File: src/rtl/pipe_add_acc.sv
`default_nettype none
// +-----------------------------------------------------------------------------+
// | Module  : pipe_add_acc                                                      |
// | Brief   : Two-stage valid/ready pipelined adder / running accumulator.      |
// |           Define PIPE_ADD_ACC_SAT_EN for saturating ACC mode (else wraps).  |
// | Revision: 1.0  initial release                                              |
// +-----------------------------------------------------------------------------+
module pipe_add_acc #(
  parameter int WIDTH = 4,
  parameter int ACC_W = 8
) (
  input  logic             clk,
  input  logic             rst_n,
  input  logic             in_valid,
  output logic             in_ready,
  input  logic [WIDTH-1:0] a,
  input  logic [WIDTH-1:0] b,
  input  logic             mode,
  input  logic             clr,
  output logic             out_valid,
  input  logic             out_ready,
  output logic [ACC_W-1:0] sum,
  output logic             carry
);

  generate
    if (ACC_W < WIDTH + 1) begin : g_width_check
      $error("pipe_add_acc: ACC_W must be >= WIDTH+1");
    end
  endgenerate

  localparam logic MODE_ACC = 1'b1;

  logic             en;
  logic             s1_valid;
  logic [WIDTH-1:0] s1_a;
  logic [WIDTH-1:0] s1_b;
  logic             s1_mode;
  logic             s1_clr;
  logic [ACC_W-1:0] acc;

  logic [WIDTH:0]   add_t;
  logic [ACC_W-1:0] acc_base;
  logic [ACC_W:0]   acc_t;
  logic [ACC_W-1:0] nxt_sum;
  logic             nxt_carry;

  // Whole pipeline advances together; in_ready depends only on output-side state.
  assign en       = !out_valid || out_ready;
  assign in_ready = en;

  always_ff @(posedge clk or negedge rst_n) begin
    if (!rst_n) begin
      s1_valid <= 1'b0;
      s1_a     <= '0;
      s1_b     <= '0;
      s1_mode  <= 1'b0;
      s1_clr   <= 1'b0;
    end else if (en) begin
      s1_valid <= in_valid;
      if (in_valid) begin
        s1_a    <= a;
        s1_b    <= b;
        s1_mode <= mode;
        s1_clr  <= clr;
      end
    end
  end

  assign add_t    = {1'b0, s1_a} + {1'b0, s1_b};
  assign acc_base = s1_clr ? '0 : acc;
  assign acc_t    = {1'b0, acc_base} + (ACC_W + 1)'(s1_a);

  always_comb begin
    nxt_sum   = ACC_W'(add_t);
    nxt_carry = add_t[WIDTH];
    if (s1_mode == MODE_ACC) begin
`ifdef PIPE_ADD_ACC_SAT_EN
      if (acc_t[ACC_W]) begin
        nxt_sum   = {ACC_W{1'b1}};
        nxt_carry = 1'b1;
      end else begin
        nxt_sum   = acc_t[ACC_W-1:0];
        nxt_carry = 1'b0;
      end
`else
      nxt_sum   = acc_t[ACC_W-1:0];
      nxt_carry = acc_t[ACC_W];
`endif
    end
  end

  // acc commits together with the S2 result, so chained ACC ops see it next cycle.
  always_ff @(posedge clk or negedge rst_n) begin
    if (!rst_n) begin
      out_valid <= 1'b0;
      sum       <= '0;
      carry     <= 1'b0;
      acc       <= '0;
    end else if (en) begin
      out_valid <= s1_valid;
      if (s1_valid) begin
        sum   <= nxt_sum;
        carry <= nxt_carry;
        if (s1_mode == MODE_ACC) begin
          acc <= nxt_sum;
        end
      end
    end
  end

endmodule
`default_nettype wire
File: config.mk
export PLATFORM = sky130hd
export DESIGN_NAME = pipe_add_acc
export DESIGN_NICKNAME = d
export VERILOG_FILES = /design/src/rtl/pipe_add_acc.sv
export SDC_FILE = /design/constraint.sdc
export NUM_CORES = 1
export LEC_CHECK = 0
export BUFFER_PORTS_ARGS = -buffer_cell sky130_fd_sc_hd__buf_2
export CORE_UTILIZATION = 39
export CTS_CLUSTER_SIZE = 24
export DETAILED_ROUTE_END_ITERATION = 7
export MAX_ROUTING_LAYER = met4
export REMOVE_ABC_BUFFERS = 1
export SYNTH_ARGS = -nofsm -noshare
export SYNTH_HDL_FRONTEND = slang
export SYNTH_SLANG_ARGS = --single-unit
File: constraint.sdc
create_clock -name clk -period 2.8 [get_ports clk]
set_input_delay 0.56 -clock clk [delete_from_list [all_inputs] [get_ports clk]]
set_output_delay 0.56 -clock clk [all_outputs]
set_load 0.01 [all_outputs]
==> metrics, run 1 <==
Via density=5.128; commonest cells after routing, fill and taps aside=dfrtp_1 (29), buf_2 (24), nand2_1 (14); Mapped Cells=143; grt ovf=0; Die X-Extent=64.77 um; end-of-flow core utilization=48.32%; clk slew on worst S/H paths=0.06 ns; post-route clock skew=0.003657 ns; Comb power frac=34.8%; IR drop worst, VDD=0.2873 mV; Hold/Removal Path Class=input pin to asynchronous set/reset pin; Post-CTS Setup Bufs=0; Crit. End Element=flop; first-pass iteration count of the detailed router=4; relative slew slack=57.85%; Final Hold Fails=0; post-cts sizing count=0; post-synthesis sequential area ratio=47.23%; Max Fclk=0.4322 GHz; P_sw=0.5489 mW; Cells after DPL=210; Clk pwr share=23.9%; Cell Rows=22; clock sink count=29; Worst setup startpoint=s1_clr$_DFFE_PN0P_; Antenna Cells=0; critical path class=flop to flop; antenna violations before repair=0; drt total wl=2.799 mm; RSZ-0062 raised after global routing=no; Post-CTS Hold Buffers=0; share of power burned in registers=41.3%; Crit path arrival time=2.47 ns; Port Buffer Count=24; gpl congestion=0.9087; H-tree Lvls=2; share of layout cells above drive strength 1=28.82%; DRC viols=0; Worst setup SP type=flop; boundary pin count=25; vias in the first global route=1081; Max-Cap Viols=0; Yosys warnings=0; Yosys cell types=31; WP data required=2.95 ns; die area=4195 um^2; synth-to-layout area growth=16.86%; commonest non-fill, non-tap cell in the layout=dfrtp_1; Num CTS Buffers=5; Power per Cell Area=891.7 nW/um^2; non-filler cells, final=218; worst reg2reg path endpoint=acc[6]$_DFFE_PN0P_; initial core utilization=41.35%; setup TNS=0 ns; Bufs on Longest Clock Path=2; R2R setup slack=0.49 ns; Slew Viols, Final=0; Tot GR Track Use=16.24%; Core Region=3716 um^2; fin crit period=2.314 ns; DP HPWL=2.019 mm; R2R depth=9; Static Leak=0.8528 nW; vias post-DR=1118; Worst-Margin Slew=0.6323 ns; antenna-violating nets left=0; clk_lat worst skew=0.28 ns; Setup violations, final=0; Mapped Area=1536 um^2; initial DRC count=42; drt wl/cell=12.84 um; Mapped Avg Cell Area=10.74 um^2; CP endpoint=acc[6]$_DFFE_PN0P_; CP max FO=13; Net Sw Frac=34.29%; first-pass GRT wire length=4.885 mm; status=finished, final reports clean; largest net degree at the start of global routing=30; DIE HEIGHT=64.77 um; FF+latch count, synth=29; CTS tree=done; Pint=1.052 mW; root buffer cell=clkbuf_8; Reg-to-Reg Start=s1_clr$_DFFE_PN0P_; final period utilization=82.63%; nets=193
==> synth_stat cells <==
cell	count	area (um^2)
nor2b_1	8	50.05
nor2_1	6	22.52
nor3b_1	1	7.510
xor2_1	2	17.52
o21ai_0	13	65.06
o21ai_2	2	17.52
a31oi_1	1	6.260
ha_1	8	100.1
a21oi_1	5	25.02
a221o_1	2	20.02
nand3_1	3	15.01
nor4_1	1	6.260
a22o_1	2	17.52
clkbuf_1	2	7.510
o21ai_1	1	5.000
nor3_1	1	5.000
buf_2	3	15.01
and3_1	1	6.260
fa_1	2	40.04
nand2_1	14	52.55
a211oi_2	1	12.51
nand2b_1	3	18.77
inv_1	8	30.03
a211o_1	1	8.760
nor3b_2	1	12.51
a21o_1	2	15.01
a41oi_1	1	8.760
mux2_2	13	146.4
mux2i_1	3	30.03
dfrtp_1	29	725.7
xnor2_1	3	26.28
==> layout make-up <==
type,count,area [um^2]
multi-input combinational,101,758.2
inverter,8,30.03
fill,351,1921
clock inverter,1,5.005
tap,48,60.06
timing repair buffer,24,120.1
sequential,29,725.7
clock buffer,7,96.34
==> worst max-delay path, stage by stage, from the launching register on <==
cell     delay, ns
dfrtp_1       0.50
nor2b_1       0.18
ha_1          0.20
inv_1         0.06
fa_1          0.37
nor2b_1       0.17
o21ai_2       0.12
a21oi_1       0.27
mux2i_1       0.20
o21ai_0       0.09
==> per-layer routing <==
layer / vias up / track usage, % / wire [um]
li1: 551 / - / -
met1: 534 / 19.06 / 1301
met2: 23 / 24.22 / 1285
met3: 10 / 4.401 / 113
met4: 0 / 10.83 / 99
met5: - / - / 0
==> per-stage QoR <==
stage                     setup WS, ns  total power [mW]  cell area [um^2]  hold slack [ns]
after CTS                       0.4916             1.624              1795           0.3150
after floorplan                 0.7253             1.059              1514           0.2644
after detailed placement        0.5044             1.228              1694           0.4696
after global routing            0.2819             1.728              1795           0.3453
final                           0.4865             1.601              1795           0.2924
after global placement          0.5982             1.214              1694           0.4578
==> sequential cells by signal (all words and copies together) (netlist names) <==
signal / count
acc: 8
carry: 1
out_valid: 1
s1_a: 4
s1_b: 4
s1_clr: 1
s1_mode: 1
s1_valid: 1
sum: 8
==> cells by family after synthesis <==
| group | synth area share (%) |
|---|---|
| compound gates | 13.11 |
| fa+ha+maj | 9.121 |
| xor+xnor | 2.851 |
| buf+inv | 3.420 |
| flops | 47.23 |
| simple gates | 12.79 |
| mux | 11.48 |
==> worst min-delay path by stage <==
stage                             from                  to  slack (ns)  cells past startpoint
CTS                              rst_n  acc[2]$_DFFE_PN0P_        0.32                      1
global route                     rst_n   carry$_DFFE_PN0P_        0.35                      1
floorplan                        rst_n  acc[0]$_DFFE_PN0P_        0.26                      0
finish                           rst_n  sum[4]$_DFFE_PN0P_        0.29                      1
global placement    sum[0]$_DFFE_PN0P_  sum[0]$_DFFE_PN0P_        0.46                      2
detailed placement  sum[2]$_DFFE_PN0P_  sum[2]$_DFFE_PN0P_        0.47                      2
==> power by group through the flow <==
stage	Clock, mW	Combinational [mW]	Sequential, mW
2_1_floorplan	0	0.392	0.668
3_3_place_gp	0	0.553	0.661
3_5_place_dp	0	0.562	0.666
4_1_cts	0.397	0.566	0.661
5_1_grt	0.415	0.629	0.684
6_report	0.382	0.557	0.661
(Power assumes the default switching activity.)
==> run 2, diff against run 1 <==
- clock period: 2.8 -> 1.9 ns (I/O delays scaled with it)
==> run 2 against run 1 <==
The run now ends with setup timing left. Total power is 60% higher. Clock-buffer cell count stayed put. Die area stayed put. Fmax is 15% higher. Worst setup slack worse by 0.59 ns. Critical endpoint is now acc[5]$_DFFE_PN0P_. Largest cell class unchanged.
==> metrics, run 2 (synthesis gave the netlist of run 1 again) <==
commonest non-fill, non-tap cell in the layout=dfrtp_1; nets=205; clk slew on worst S/H paths=0.06 ns; Power per Cell Area=1302 nW/um^2; CP max FO=3; clock sink count=29; relative slew slack=55.20%; Final Hold Fails=0; Worst-Margin Slew=0.6719 ns; DRC viols=0; Slew Viols, Final=0; clk_lat worst skew=0.28 ns; share of layout cells above drive strength 1=41.44%; initial DRC count=29; Crit path arrival time=2.17 ns; drt total wl=3.309 mm; gpl congestion=0.9293; grt ovf=0; Hold/Removal Path Class=input pin to asynchronous set/reset pin; Max Fclk=0.4992 GHz; worst setup margin=-0.1033 ns; end-of-flow core utilization=52.79%; fin crit period=2.003 ns; critical path class=flop to flop; P_sw=0.9056 mW; Crit. End Element=flop; largest net degree at the start of global routing=30; Via density=5.197; root buffer cell=clkbuf_8; Fill cells=331; Num CTS Buffers=5; Port Buffer Count=24; vias post-DR=1190; Post-CTS Hold Buffers=0; failing checks=setup timing; Cell Rows=22; vias in the first global route=1183; WP data required=2.06 ns; antenna violations before repair=0; drt wl/cell=14.45 um; Tot GR Track Use=18.13%; synth-to-layout area growth=27.69%; share of power burned in registers=37.8%; Setup violations, final=8; biggest regs=acc x8, sum x8; Bufs on Longest Clock Path=2; Worst setup SP type=flop; first-pass GRT wire length=5.464 mm; RSZ-0062 raised after global routing=yes; Pint=1.649 mW; commonest cells after routing, fill and taps aside=dfrtp_1 (29), buf_2 (24), nand2_1 (13), mux2_2 (13), buf_4 (11); Core Region=3716 um^2; status=complete, but fails checks; boundary pin count=25; Clk pwr share=19.7%; DP HPWL=2.183 mm; H-tree Lvls=2; Comb power frac=42.5%; Antenna Cells=0; antenna-violating nets left=0; CTS tree=done; DIE HEIGHT=64.77 um; post-route clock skew=0.004904 ns; initial core utilization=41.35%; final period utilization=105.4%; Net Sw Frac=35.46%; IR drop worst, VDD=0.5018 mV; Die X-Extent=64.77 um; first-pass iteration count of the detailed router=6; die area=4195 um^2; setup TNS=-0.4909 ns; Max-Cap Viols=0; Static Leak=0.9160 nW
## run 2: cell types whose count changed in the layout (fill, tap and decap cells not counted), sizes merged
cell    delta
buf       +12
clkinv     -1
## run 2: worst max-delay path, stage by stage, from the launching register on
cell      delay (ns)
dfrtp_1         0.40
buf_4           0.14
nand2b_4        0.15
inv_2           0.07
ha_4            0.20
a211oi_4        0.30
nor3b_4         0.09
o21ai_2         0.20
nor4_2          0.07
a221o_1         0.27
## run 2: power groups by stage
stage / Combinational (mW) / Sequential [mW] / Clock, mW
detailed placement: 0.915 / 0.959 / 0
finish: 1.09 / 0.966 / 0.503
floorplan: 0.577 / 0.984 / 0
global placement: 0.886 / 0.953 / 0
global route: 1.20 / 0.995 / 0.548
CTS: 0.988 / 0.954 / 0.519
## run 2: timing repair
item | in CTS | in global routing
setup buffers | 3 | 2
setup endpoints to repair | 7 | 10
pin swaps | 8 | 11
gates resized for setup | 12 | 12
## run 2: through the flow
step	hold slack (ns)	power [mW]	std cells	setup slack (ns)	area, um^2
3_3_place_gp	0.4372	1.840	217	-0.1240	1747
3_5_place_dp	0.4546	1.874	217	-0.2162	1747
6_report	0.1313	2.554	229	-0.1033	1962
5_1_grt	0.1920	2.747	229	-0.1791	1962
2_1_floorplan	0.08441	1.561	138	-0.1747	1514
4_1_cts	0.1504	2.462	227	-0.04065	1892
## run 2: layout make-up
cell class | instances | area, um^2 | share of cell area, %
inverters | 8 | 30.03 | 1.531
repair buffers | 36 | 214.0 | 10.91
well taps | 48 | 60.06 | 3.061
multi-input cells | 101 | 845.8 | 43.11
clock buffers | 7 | 86.33 | 4.401
flip-flops and latches | 29 | 725.7 | 36.99
## run 2: final timing paths
check                                    from                   to  slack (ns)  depth (start not counted)
setup / recovery           s1_clr$_DFFE_PN0P_   acc[5]$_DFFE_PN0P_       -0.10                          9
hold / removal                          rst_n   sum[2]$_DFFE_PN0P_        0.13                          1
setup reg to reg           s1_clr$_DFFE_PN0P_   acc[5]$_DFFE_PN0P_       -0.10                          9
hold reg to reg            sum[2]$_DFFE_PN0P_   sum[2]$_DFFE_PN0P_        0.47                          2
max in group asynchronous               rst_n   sum[4]$_DFFE_PN0P_        1.33                          1
min in group clk                         b[3]  s1_b[3]$_DFFE_PN0P_        0.33                          2
## run 2: metal layers
metal	GRT usage, %	up-vias	wire length (um)	part of all wire (%)
met5	-	-	0	0
met3	4.754	7	134	4.0
met2	27.86	33	1620	49
li1	-	573	-	-
met1	21.55	577	1505	45
met4	10.00	0	47	1.4
